`config.mk`:
```
export PLATFORM = sky130hd
export DESIGN_NAME = firing_controller
export DESIGN_NICKNAME = d
export VERILOG_FILES = /design/src/rtl/firing_pkg.sv /design/src/rtl/firing_channel.sv /design/src/rtl/firing_controller.sv
export SDC_FILE = /design/constraint.sdc
export NUM_CORES = 1
export LEC_CHECK = 0
export CAP_MARGIN = 20
export CORE_ASPECT_RATIO = 1.5
export CORE_MARGIN = 10
export CORE_UTILIZATION = 35
export CTS_CLUSTER_SIZE = 28
export DETAILED_ROUTE_END_ITERATION = 16
export GPL_TIMING_DRIVEN = 0
export PLACE_DENSITY = 0.55
export SLEW_MARGIN = 15
export SYNTH_ARGS = -nofsm -noshare
export SYNTH_HDL_FRONTEND = slang
export SYNTH_HIERARCHICAL = 1
export SYNTH_SLANG_ARGS = --single-unit
```
`constraint.sdc`:
```
create_clock -name clk -period 2.4 [get_ports clk]
set_clock_uncertainty 0.15 [all_clocks]
set_input_delay 0.24 -clock clk [delete_from_list [all_inputs] [get_ports clk]]
set_output_delay 0.24 -clock clk [all_outputs]
set_load 0.01 [all_outputs]
```
`src/rtl/firing_pkg.sv`:
```
// Shared definitions for the Duck Hunt firing controller.
//   fire_state_t : per-channel FSM states (READY, COOLDOWN, RELOAD)
//   *_DEF        : default magazine size, cooldown and reload lengths
//   max_u        : helper used to size the shared cooldown/reload timer
package firing_pkg;

  typedef enum logic [1:0] {
    READY,
    COOLDOWN,
    RELOAD
  } fire_state_t;

  localparam int unsigned SHOTS_MAX_DEF       = 3;
  localparam int unsigned COOLDOWN_CYCLES_DEF = 4;
  localparam int unsigned RELOAD_CYCLES_DEF   = 16;

  function automatic int unsigned max_u(input int unsigned a, input int unsigned b);
    return (a > b) ? a : b;
  endfunction

endpackage

```
`src/rtl/firing_channel.sv`:
```
// One player's ammunition channel: shot count, post-shot cooldown, timed
// reload and dry-fire detection.
// Optional feature macro: AUTO_RELOAD_EN (an emptying shot goes straight to
// RELOAD instead of COOLDOWN).
// Ports:
//   clk, reset        clock, asynchronous active-high reset
//   round_start       synchronous restart (same effect as reset)
//   fire, reload_req  level-sampled trigger / reload request
//   shots_left        remaining shots (registered)
//   shot_fired        one-cycle pulse per accepted shot (registered)
//   dry_fire          one-cycle pulse for a trigger on an empty magazine
//   reloading         high while in RELOAD
//   empty             shots_left == 0 (combinational)
module firing_channel
  import firing_pkg::*;
#(
  parameter int unsigned SHOTS_MAX       = SHOTS_MAX_DEF,
  parameter int unsigned COOLDOWN_CYCLES = COOLDOWN_CYCLES_DEF,
  parameter int unsigned RELOAD_CYCLES   = RELOAD_CYCLES_DEF,
  localparam int unsigned SW             = $clog2(SHOTS_MAX + 1)
) (
  input  logic          clk,
  input  logic          reset,
  input  logic          round_start,
  input  logic          fire,
  input  logic          reload_req,
  output logic [SW-1:0] shots_left,
  output logic          shot_fired,
  output logic          dry_fire,
  output logic          reloading,
  output logic          empty
);

  localparam int unsigned TW = $clog2(max_u(COOLDOWN_CYCLES, RELOAD_CYCLES) + 1);
  localparam logic [SW-1:0] FULL     = SW'(SHOTS_MAX);
  localparam logic [TW-1:0] T_COOL   = TW'(COOLDOWN_CYCLES);
  localparam logic [TW-1:0] T_RELOAD = TW'(RELOAD_CYCLES);

  fire_state_t   state_q, state_d;
  logic [SW-1:0] count_q, count_d;
  logic [TW-1:0] timer_q, timer_d;
  logic          shot_q, shot_d;
  logic          dry_q, dry_d;

  always_ff @(posedge clk or posedge reset) begin
    if (reset) begin
      state_q <= READY;
      count_q <= FULL;
      timer_q <= '0;
      shot_q  <= 1'b0;
      dry_q   <= 1'b0;
    end else begin
      state_q <= state_d;
      count_q <= count_d;
      timer_q <= timer_d;
      shot_q  <= shot_d;
      dry_q   <= dry_d;
    end
  end

  // The timer holds the number of cycles still to spend in the current
  // state; the state is left on the edge where it reads 1, so a load of N
  // gives exactly N cycles in COOLDOWN/RELOAD.
  always_comb begin
    state_d = state_q;
    count_d = count_q;
    timer_d = timer_q;
    shot_d  = 1'b0;
    dry_d   = 1'b0;
    if (round_start) begin
      state_d = READY;
      count_d = FULL;
      timer_d = '0;
    end else begin
      unique case (state_q)
        READY: begin
          if (fire) begin
            if (count_q != '0) begin
              count_d = count_q - SW'(1);
              shot_d  = 1'b1;
`ifdef AUTO_RELOAD_EN
              if (count_q == SW'(1)) begin
                state_d = RELOAD;
                timer_d = T_RELOAD;
              end else
`endif
              if (COOLDOWN_CYCLES > 0) begin
                state_d = COOLDOWN;
                timer_d = T_COOL;
              end
            end else begin
              dry_d = 1'b1;
            end
          end else if (reload_req && count_q != FULL) begin
            state_d = RELOAD;
            timer_d = T_RELOAD;
          end
        end
        COOLDOWN: begin
          if (timer_q <= TW'(1)) begin
            state_d = READY;
            timer_d = '0;
          end else begin
            timer_d = timer_q - TW'(1);
          end
        end
        RELOAD: begin
          if (timer_q <= TW'(1)) begin
            state_d = READY;
            count_d = FULL;
            timer_d = '0;
          end else begin
            timer_d = timer_q - TW'(1);
          end
        end
        default: begin
          state_d = READY;
          timer_d = '0;
        end
      endcase
    end
  end

  assign shots_left = count_q;
  assign shot_fired = shot_q;
  assign dry_fire   = dry_q;
  assign reloading  = (state_q == RELOAD);
  assign empty      = (count_q == '0);

endmodule

```
`src/rtl/firing_controller.sv`:
```
// Multi-player ammunition and firing controller: PLAYERS independent
// firing_channel instances with their outputs packed per player.
// Optional feature macro: AUTO_RELOAD_EN (see firing_channel).
// Ports:
//   clk, reset        clock, asynchronous active-high reset
//   round_start       synchronous restart of all channels
//   fire, reload_req  per-player trigger / reload request
//   shots_left        packed counts, player p at [p*SW +: SW]
//   shot_fired        per-player accepted-shot pulse
//   dry_fire          per-player empty-trigger pulse
//   reloading         per-player RELOAD status
//   empty             per-player shots_left == 0
module firing_controller
  import firing_pkg::*;
#(
  parameter int unsigned SHOTS_MAX       = SHOTS_MAX_DEF,
  parameter int unsigned PLAYERS         = 2,
  parameter int unsigned COOLDOWN_CYCLES = COOLDOWN_CYCLES_DEF,
  parameter int unsigned RELOAD_CYCLES   = RELOAD_CYCLES_DEF,
  localparam int unsigned SW             = $clog2(SHOTS_MAX + 1)
) (
  input  logic                  clk,
  input  logic                  reset,
  input  logic                  round_start,
  input  logic [PLAYERS-1:0]    fire,
  input  logic [PLAYERS-1:0]    reload_req,
  output logic [PLAYERS*SW-1:0] shots_left,
  output logic [PLAYERS-1:0]    shot_fired,
  output logic [PLAYERS-1:0]    dry_fire,
  output logic [PLAYERS-1:0]    reloading,
  output logic [PLAYERS-1:0]    empty
);

  for (genvar p = 0; p < PLAYERS; p++) begin : g_ch
    firing_channel #(
      .SHOTS_MAX       (SHOTS_MAX),
      .COOLDOWN_CYCLES (COOLDOWN_CYCLES),
      .RELOAD_CYCLES   (RELOAD_CYCLES)
    ) u_ch (
      .clk         (clk),
      .reset       (reset),
      .round_start (round_start),
      .fire        (fire[p]),
      .reload_req  (reload_req[p]),
      .shots_left  (shots_left[p*SW +: SW]),
      .shot_fired  (shot_fired[p]),
      .dry_fire    (dry_fire[p]),
      .reloading   (reloading[p]),
      .empty       (empty[p])
    );
  end

endmodule
```
# Yosys cells after proc, flatten, opt, wreduce, memory -nomap -nowiden
# Cells that the tools add are included.
[classes]
addsub = 4
magnitude_cmp = 2
eq_ne = 18
muxes = 50
n_reduce_logical = 18
[op_table]
columns = ["cell", "count"]
rows = [
  ["5-bit two-way mux", 10],
  ["2-bit two-way mux", 18],
  ["5-bit case mux with 2 select lines", 2],
  ["1-bit two-way mux", 16],
  ["4-bit by 3-bit != test with 1-bit output (second input constant)", 4],
  ["2-bit case mux with 2 select lines", 4],
  ["3-bit != test (second input constant)", 4],
  ["5-bit by 1-bit less-or-equal comparator with 1-bit output (second input constant)", 2],
  ["5-bit by 1-bit subtractor with 5-bit output (second input constant)", 2],
  ["2-bit logical NOT", 4],
  ["4-bit AND reduction", 2],
  ["3-bit by 1-bit != test with 1-bit output (second input constant)", 2],
  ["3-bit by 2-bit != test with 1-bit output (second input constant)", 2],
  ["3-bit AND reduction", 2],
  ["3-bit nonzero test", 2],
  ["2-bit by 1-bit equality test with 1-bit output (second input constant)", 2],
  ["2-bit equality test (second input constant)", 2],
  ["2-bit != test (second input constant)", 2],
  ["2-bit AND reduction", 2],
  ["2-bit nonzero test", 2],
  ["2-bit OR reduction", 2],
  ["2-bit by 1-bit subtractor with 2-bit output (second input constant)", 2],
  ["1-bit logical AND", 2],
]
[word_totals]
ff_bits = 22
input_bits = 7
out_inout_bits = 12
wordCells = 102

# Logic depth before layout (Yosys ltp)
# Gate-level depths: netlist of the first run.
[logic_depth]
word_depth = 6
ltp_mapped = 7
depth_no_buf = 6

# Cells and area by module
# The synthesis of the first run kept the hierarchy.
[modules_own_cells]
columns = ["mod", "instances", "cells_each", "area_per_inst_um2", "seq_area_each_um2"]
rows = [
  ["firing_channel at g_ch[1].u_ch", 1, 76, 762.0, 277.8],
  ["firing_channel at g_ch[0].u_ch", 1, 75, 729.4, 277.8],
]

# Worst setup path after synthesis of the first run
# OpenSTA, ideal clock, no wires.
[synth_timing]
path_type = "reg-to-reg"
startpoint = "register g_ch[0].u_ch.count_q[0]"
endpoint = "register g_ch[0].u_ch.state_q[1]"
setup_time_ps = 125
arrival_ps = 1771
required_time_ps = 2125
slack_ps = 354
stages_incl_launch_ff = 8
n_path_buf = 1
period_less_slack_ps = 2046
cell_sequence = "dfstp_2 inv_1 ha_1 nand2b_1 o311a_1 buf_6 nor2_4 mux2_4"
[synth_between]
elab_chain_len = 4
word_cells_on_any_way = 6
classes_between = "3 x eq/ne; 3 x reduce/logical"
[synth_rtl]
columns = ["item", "line", "source"]
rows = [
  ["from (decl)", "firing_channel.sv:40", "logic [SW-1:0] count_q, count_d;"],
  ["from (signal assigned)", "firing_channel.sv:54", "count_q <= count_d;"],
  ["2-bit != test", "firing_channel.sv:94", "end else if (reload_req && count_q != FULL) begin"],
  ["1-bit logical AND", "firing_channel.sv:94", ""],
  ["4-bit by 3-bit != test with 1-bit output (no source line)", "--", ""],
  ["3-bit AND reduction (no source line) *", "--", ""],
  ["to (signal assigned)", "firing_channel.sv:53", "state_q <= state_d;"],
  ["to (decl)", "firing_channel.sv:39", "fire_state_t state_q, state_d;"],
]
# Mark *: on every way between the ends. The rest lies on a longest branch, timed or not.
# A chain may end at the register's enable or synchronous reset.

# Final worst setup path of the first run
# Same ends and word-level chain as after synthesis.

==> results of run 1 <==
-- power groups by stage --
stage          logic [mW]  clock network (mW)  registers, mW
5_1_grt              1.22               0.266          0.678
3_3_place_gp         1.05                   0          0.654
6_report             1.09               0.241          0.653
2_1_floorplan       0.802                   0          0.644
3_5_place_dp         1.09                   0          0.658
4_1_cts              1.10               0.252          0.654
-- worst max path at each step --
stage | from | end | slack, ns | depth (start not counted)
floorplan | g_ch[0].u_ch/shots_left[0] | g_ch[0].u_ch/state_q[1] | 0.35 | 7
global placement | round_start | g_ch[0].u_ch/state_q[1] | 0.25 | 6
detailed placement | round_start | g_ch[0].u_ch/state_q[1] | 0.25 | 6
CTS | g_ch[0].u_ch/shots_left[0] | g_ch[0].u_ch/state_q[1] | 0.30 | 7
global route | g_ch[0].u_ch/shots_left[0] | g_ch[0].u_ch/state_q[1] | 0.21 | 7
finish | g_ch[0].u_ch/shots_left[0] | g_ch[0].u_ch/state_q[1] | 0.30 | 7
-- through the flow --
| stage | power [mW] | setup slack [ns] | util (%) | cell area, um^2 |
|---|---|---|---|---|
| final | 1.980 | 0.3008 | 42.52 | 1774 |
| after global routing | 2.169 | 0.2095 | 42.52 | 1774 |
| after CTS | 2.003 | 0.2998 | 42.52 | 1774 |
| after detailed placement | 1.750 | 0.2501 | 41.44 | 1729 |
| after global placement | 1.707 | 0.2489 | 41.44 | 1729 |
| after floorplan | 1.446 | 0.3536 | - | 1491 |
-- sequential cells by signal (all words and copies together), names as in the netlist --
signal,count
g_ch.u_ch/state_q,4
g_ch.u_ch/timer_q,10
g_ch.u_ch/dry_fire,2
g_ch.u_ch/shot_fired,2
g_ch.u_ch/shots_left,4
-- kinds of logic (layout without fill, tap and decap cells) --
logic type,Yosys count,count (layout),synth area share (%)
flops,22,22,37.25
buf+inv,24,46,7.047
fa+ha+maj,14,14,11.75
compound gates,44,44,22.40
mux,3,3,2.349
simple gates,44,44,19.21
-- cell usage in the layout, fill, tap and decap left out, types with 3 or more instances in the layout --
cell type	Yosys	routed
a21o_1	3	3
a21oi_1	6	6
a22o_1	3	3
clkbuf_8	0	3
clkdlybuf4s50_1	0	18
dfrtp_1	18	18
dfstp_2	4	4
ha_1	14	14
inv_1	22	22
nand2_1	6	6
nand2b_1	9	9
nor2_1	8	8
o21ai_0	3	3
o21ai_1	5	5
o32ai_1	3	3
-- area by class of cell --
cell class / count / area [um^2]
buffer: 2 / 22.52
clock buffer: 4 / 45.04
fill: 397 / 2399
inverter: 22 / 82.58
multi-input combinational: 105 / 830.8
sequential: 22 / 555.5
tap: 46 / 57.56
timing repair buffer: 18 / 180.2
-- routing by layer --
| layer | vias up | GRT usage (%) | share of wire (%) |
|---|---|---|---|
| li1 | 579 | - | - |
| met1 | 569 | 9.218 | 38 |
| met2 | 18 | 17.58 | 56 |
| met3 | 7 | 2.369 | 3.7 |
| met4 | 0 | 3.741 | 2.2 |
| met5 | - | 0 | 0 |
==> impl_metrics.csv, run 1 <==
group,metric,value,unit
logic_synthesis,ys.flop_type,"dfrtp_1",
drt,via_per_inst,5.356,
logic_synthesis,async_flop_share,100.0,%
worst_setup_path,worstReg2RegStart,"g_ch[0].u_ch/shots_left[0]",
sta,setup-violations-final,0,
power,power_density,1116,nW/um^2
placed_design,gp_congestion,0.7652,
sta,max_freq,0.4764,GHz
clock_tree,htree_levels,1,
die,fp-row-count,29,
worst_setup_path,critPathCaptureType,"flop",
die,start_util,35.74,%
sta,fin_crit_sh,87.47,%
placed_design,dp_hpwl,2593,um
final_layout,drive_gt1_share,13.29,%
die,die_y,99.95,um
power,clkPwrFrac,12.2,%
sta,rsz0062_at_grt,"false",
worst_setup_path,slowest_stage,"dfstp_2",
power,switching_power,856.3,uW
worst_setup_path,path_buf_inv,2,
final_layout,area_delta_synth_final,18.96,%
drt,via_count,1173,
global_route,grt_use_total,9.340,%
drt,wire_per_inst,14.85,um
logic_synthesis,yosysSeqAreaShare,37.25,%
global_route,grt_overflow_total,0,
clock_tree,cts_buffers,3,
sta,relSlewSlack,69.64,%
logic_synthesis,synth_area_leaders,"dfrtp_1 30%, ha_1 12%, dfstp_2 7.0%, inv_1 5.5%, nand2b_1 3.8%",
worst_setup_path,worst-path-max-fanout,10,
drt,drt-pass1-iter-count,4,
logic_synthesis,yosysMostFrequentCell,"inv_1",
final_layout,diodes,0,
logic_synthesis,ys_ff_latch,22,
die,ios,19,
sta,setup-tns-final,0,ns
logic_synthesis,synth_top_area_share,30.20,%
sta,hold_viol,0,
logic_synthesis,synth_area,1491,um^2
logic_synthesis,synth_area_per_cell,9.877,um^2
global_route,grt_pass1_vias,1283,
die,die_area,7326,um^2
worst_setup_path,start_kind,"flop",
clock_tree,clock_sinks,22,
drt,drc,0,
worst_setup_path,critical_path_class,"reg -> reg",
worst_setup_path,crit_family,"flip-flops",
clock_tree,clk-insertion-delay-late,0.26,ns
final_layout,nNetsFinal,195,
global_route,antenna_found_initial,0,
worst_setup_path,cp.required,2.40,ns
die,core-area,4173,um^2
drt,wl,3252,um
logic_synthesis,yosysUniqueCellTypes,45,
drt,drt_iter0_drc,41,
worst_setup_path,cp.arrival,2.10,ns
hold_path,min_path_type,"in -> async",
clock_tree,clk_pin_slew,0.08,ns
power,vdd_ir_drop_max,0.0005205,V
logic_synthesis,ys_warn_count,6,
die,die_w,73.30,um
sta,fin_crit,2.099,ns
placed_design,io_buffers,18,
clock_tree,tritoncts,"done",
clock_tree,cts_hold_buf,0,
sta,slew_viol_final,0,
logic_synthesis,synth_common_cells,"22 x inv_1, 18 x dfrtp_1, 14 x ha_1",
power,switching_share,43.24,%
placed_design,place_inst,215,
worst_setup_path,cpPeakStageDelay,0.58,ns
clock_tree,postCtsSetupBuffers,0,
clock_tree,clockBufferDepth,2,
logic_synthesis,synthCells,151,
logic_synthesis,synthesis.nets,172,
sta,tightest_slew,0.4549,ns
flow_run,cap_violations,0,
worst_setup_path,reg2reg_to,"g_ch[0].u_ch/state_q[1]",
worst_setup_path,crit_chain,"inv_1 > ha_1 > nand2b_1 > o311a_1 > buf_6 > nor2_4 > mux2_4",
logic_synthesis,synth_top_cell_by_area,"dfrtp_1",
global_route,grt_max_degree,13,
sta,hold_ws,0.1519,ns
power,combPwrFrac,54.8,%
global_route,grt_pass1_wl,5623,um
clock_tree,cts_resized,0,
worst_setup_path,rr_worst_depth,7,
power,intPower,1.124,mW
power,leakage,0.8117,nW
logic_synthesis,synth-edff-count,0,
clock_tree,cts-root-buf,"clkbuf_8",
power,seqPwrFrac,33.0,%
drt,antenna_left,0,
final_layout,layout.cells.non_filler,219,
worst_setup_path,rrSetupSlack,0.30,ns
outcome,status,"finished, final reports clean",
(Power assumes the default switching activity.)
==> inputs of run 2 (changes only) <==
--- a/config.mk
+++ b/config.mk
@@ -7,12 +7,13 @@
 export LEC_CHECK = 0
 export CAP_MARGIN = 20
 export CORE_ASPECT_RATIO = 1.5
-export CORE_MARGIN = 10
+export CORE_MARGIN = 2
 export CORE_UTILIZATION = 35
 export CTS_CLUSTER_SIZE = 28
 export DETAILED_ROUTE_END_ITERATION = 16
+export DONT_BUFFER_PORTS = 1
 export GPL_TIMING_DRIVEN = 0
-export PLACE_DENSITY = 0.55
+export PLACE_DENSITY = 0.49
 export SLEW_MARGIN = 15
 export SYNTH_ARGS = -nofsm -noshare
 export SYNTH_HDL_FRONTEND = slang
==> impl_metrics.csv, run 2 (synthesized netlist as in run 1, its figures left out) <==
group,metric,value,unit
outcome,status,"finished, final reports clean",
power,switching_power,851.4,uW
sta,tightest_slew,0.4693,ns
flow_run,cap_violations,0,
worst_setup_path,cpPeakStageDelay,0.61,ns
clock_tree,clockBufferDepth,2,
clock_tree,tritoncts,"done",
clock_tree,clk-insertion-delay-late,0.27,ns
drt,via_per_inst,5.463,
worst_setup_path,path_buf_inv,2,
worst_setup_path,start_kind,"flop",
sta,fin_ws,0.2201,ns
sta,fin_crit,2.180,ns
worst_setup_path,worst-path-max-fanout,10,
clock_tree,clock_sinks,22,
sta,setup-violations-final,0,
clock_tree,htree_levels,1,
placed_design,place_inst,197,
final_layout,register_area,555.5,um^2
worst_setup_path,reg2reg_to,"g_ch[0].u_ch/state_q[1]",
final_layout,drive_gt1_share,15.09,%
placed_design,dp_hpwl,2509,um
power,p_total,2.006,mW
global_route,antenna_found_initial,0,
drt,drc,0,
placed_design,dp_slack,0.2362,ns
global_route,grt_pass1_wl,5664,um
global_route,grt_max_degree,14,
power,leakage,0.7728,nW
final_layout,design_area,1660,um^2
power,intPower,1.154,mW
sta,hold_viol,0,
power,switching_share,42.46,%
final_layout,multi_input_area,830.8,um^2
die,fp-row-count,29,
drt,antenna_left,0,
power,clkPwrFrac,17.5,%
drt,wl,3301,um
die,ios,19,
worst_setup_path,rr_worst_depth,7,
worst_setup_path,crit_path_end,"g_ch[0].u_ch/state_q[1]",
die,die_area,4810,um^2
clock_tree,cts-root-buf,"clkbuf_8",
hold_path,worstHoldStart,"round_start",
worst_setup_path,worst-path-stages,7,
worst_setup_path,slowest_stage,"dfstp_2",
final_layout,largest_reg_flops,10,
final_layout,final_cell_mix,"22 x inv_1, 18 x dfrtp_1, 14 x ha_1",
final_layout,diodes,0,
drt,via_count,1120,
die,die_w,57.30,um
sta,setup-tns-final,0,ns
final_layout,area_delta_synth_final,11.33,%
sta,slew_viol_final,0,
power,power_density,1208,nW/um^2
power,vdd_ir_drop_max,0.0005177,V
clock_tree,clk_pin_slew,0.09,ns
drt,wire_per_inst,16.10,um
clock_tree,cts_buffers,3,
worst_setup_path,critical_path_class,"reg -> reg",
worst_setup_path,worstReg2RegStart,"g_ch[0].u_ch/shots_left[0]",
die,start_util,35.74,%
placed_design,io_buffers,0,
worst_setup_path,crit_chain,"inv_1 > ha_1 > nand2b_1 > o311a_1 > buf_6 > nor2_4 > mux2_4",
final_layout,nNetsFinal,181,
die,core-area,4173,um^2
sta,rsz0062_at_grt,"false",
final_layout,final_util,39.79,%
final_layout,final_common_cell,"inv_1",
global_route,grt_pass1_vias,1221,
sta,hold_ws,0.04526,ns
drt,drt-pass1-iter-count,4,
sta,max_freq,0.4587,GHz
sta,fin_crit_sh,90.83,%
worst_setup_path,critPathCaptureType,"flop",
placed_design,gp_congestion,0.7628,
placed_design,placed_area,1549,um^2
drt,drt_iter0_drc,31,
worst_setup_path,cp.required,2.41,ns
global_route,grt_overflow_total,0,
hold_path,min_path_type,"in -> reg",
final_layout,fill_cells,406,
worst_setup_path,rrSetupSlack,0.22,ns
worst_setup_path,cp.arrival,2.19,ns
power,seqPwrFrac,33.7,%
die,die_y,83.95,um
worst_setup_path,startpoint,"g_ch[0].u_ch/shots_left[0]",
worst_setup_path,crit_family,"flip-flops",
final_layout,layout.cells.non_filler,205,
final_layout,regMostFlops,"g_ch.u_ch/timer_q",
power,combPwrFrac,48.8,%
sta,relSlewSlack,68.68,%
global_route,grt_use_total,14.85,%
==> run 2: worst register-to-register path, cell delays in order (launching register included) <==
cell	delay, ns
dfstp_2	0.61
inv_1	0.08
ha_1	0.25
nand2b_1	0.24
o311a_1	0.17
buf_6	0.15
nor2_4	0.13
mux2_4	0.30
==> run 2: layout make-up <==
class | count | area share [%]
Buffer | 2 | 1.356
Clock buffer | 3 | 2.487
Clock inverter | 1 | 1.809
Inverter | 22 | 4.974
Multi-Input combinational cell | 105 | 50.04
Sequential cell | 22 | 33.46
Tap cell | 46 | 3.466
Timing Repair Buffer | 4 | 2.411
==> run 2: how the worst min path moves through the flow <==
stage | end | slack (ns) | cells past startpoint
after floorplan | g_ch[0].u_ch/dry_fire | -0.06 | 1
after CTS | g_ch[1].u_ch/shot_fired | 0.04 | 2
after global placement | g_ch[0].u_ch/shot_fired | 0.006 | 1
final | g_ch[1].u_ch/shot_fired | 0.05 | 2
after detailed placement | g_ch[0].u_ch/shot_fired | 0.01 | 1
after global routing | g_ch[1].u_ch/shot_fired | 0.04 | 2
==> run 2: power by group through the flow <==
stage	combinational, mW	sequential [mW]	clock (mW)
3_5_place_dp	0.976	0.680	0
2_1_floorplan	0.802	0.644	0
4_1_cts	0.987	0.675	0.362
3_3_place_gp	0.933	0.673	0
5_1_grt	1.11	0.697	0.374
6_report	0.979	0.676	0.350
==> run 2: metal layers <==
layer | global-route usage (%) | up-vias | routed length, um
li1 | - | 546 | -
met1 | 14.91 | 551 | 1228
met2 | 29.15 | 17 | 1947
met3 | 2.171 | 6 | 78
met4 | 5.708 | 0 | 46
met5 | 0 | - | 0
==> run 2: timing repair <==
item,4_1_cts,5_1_grt
hold endpoints to repair,27,0
gates resized for setup,0,0
hold buffers,4,0
buffers inserted,0,0
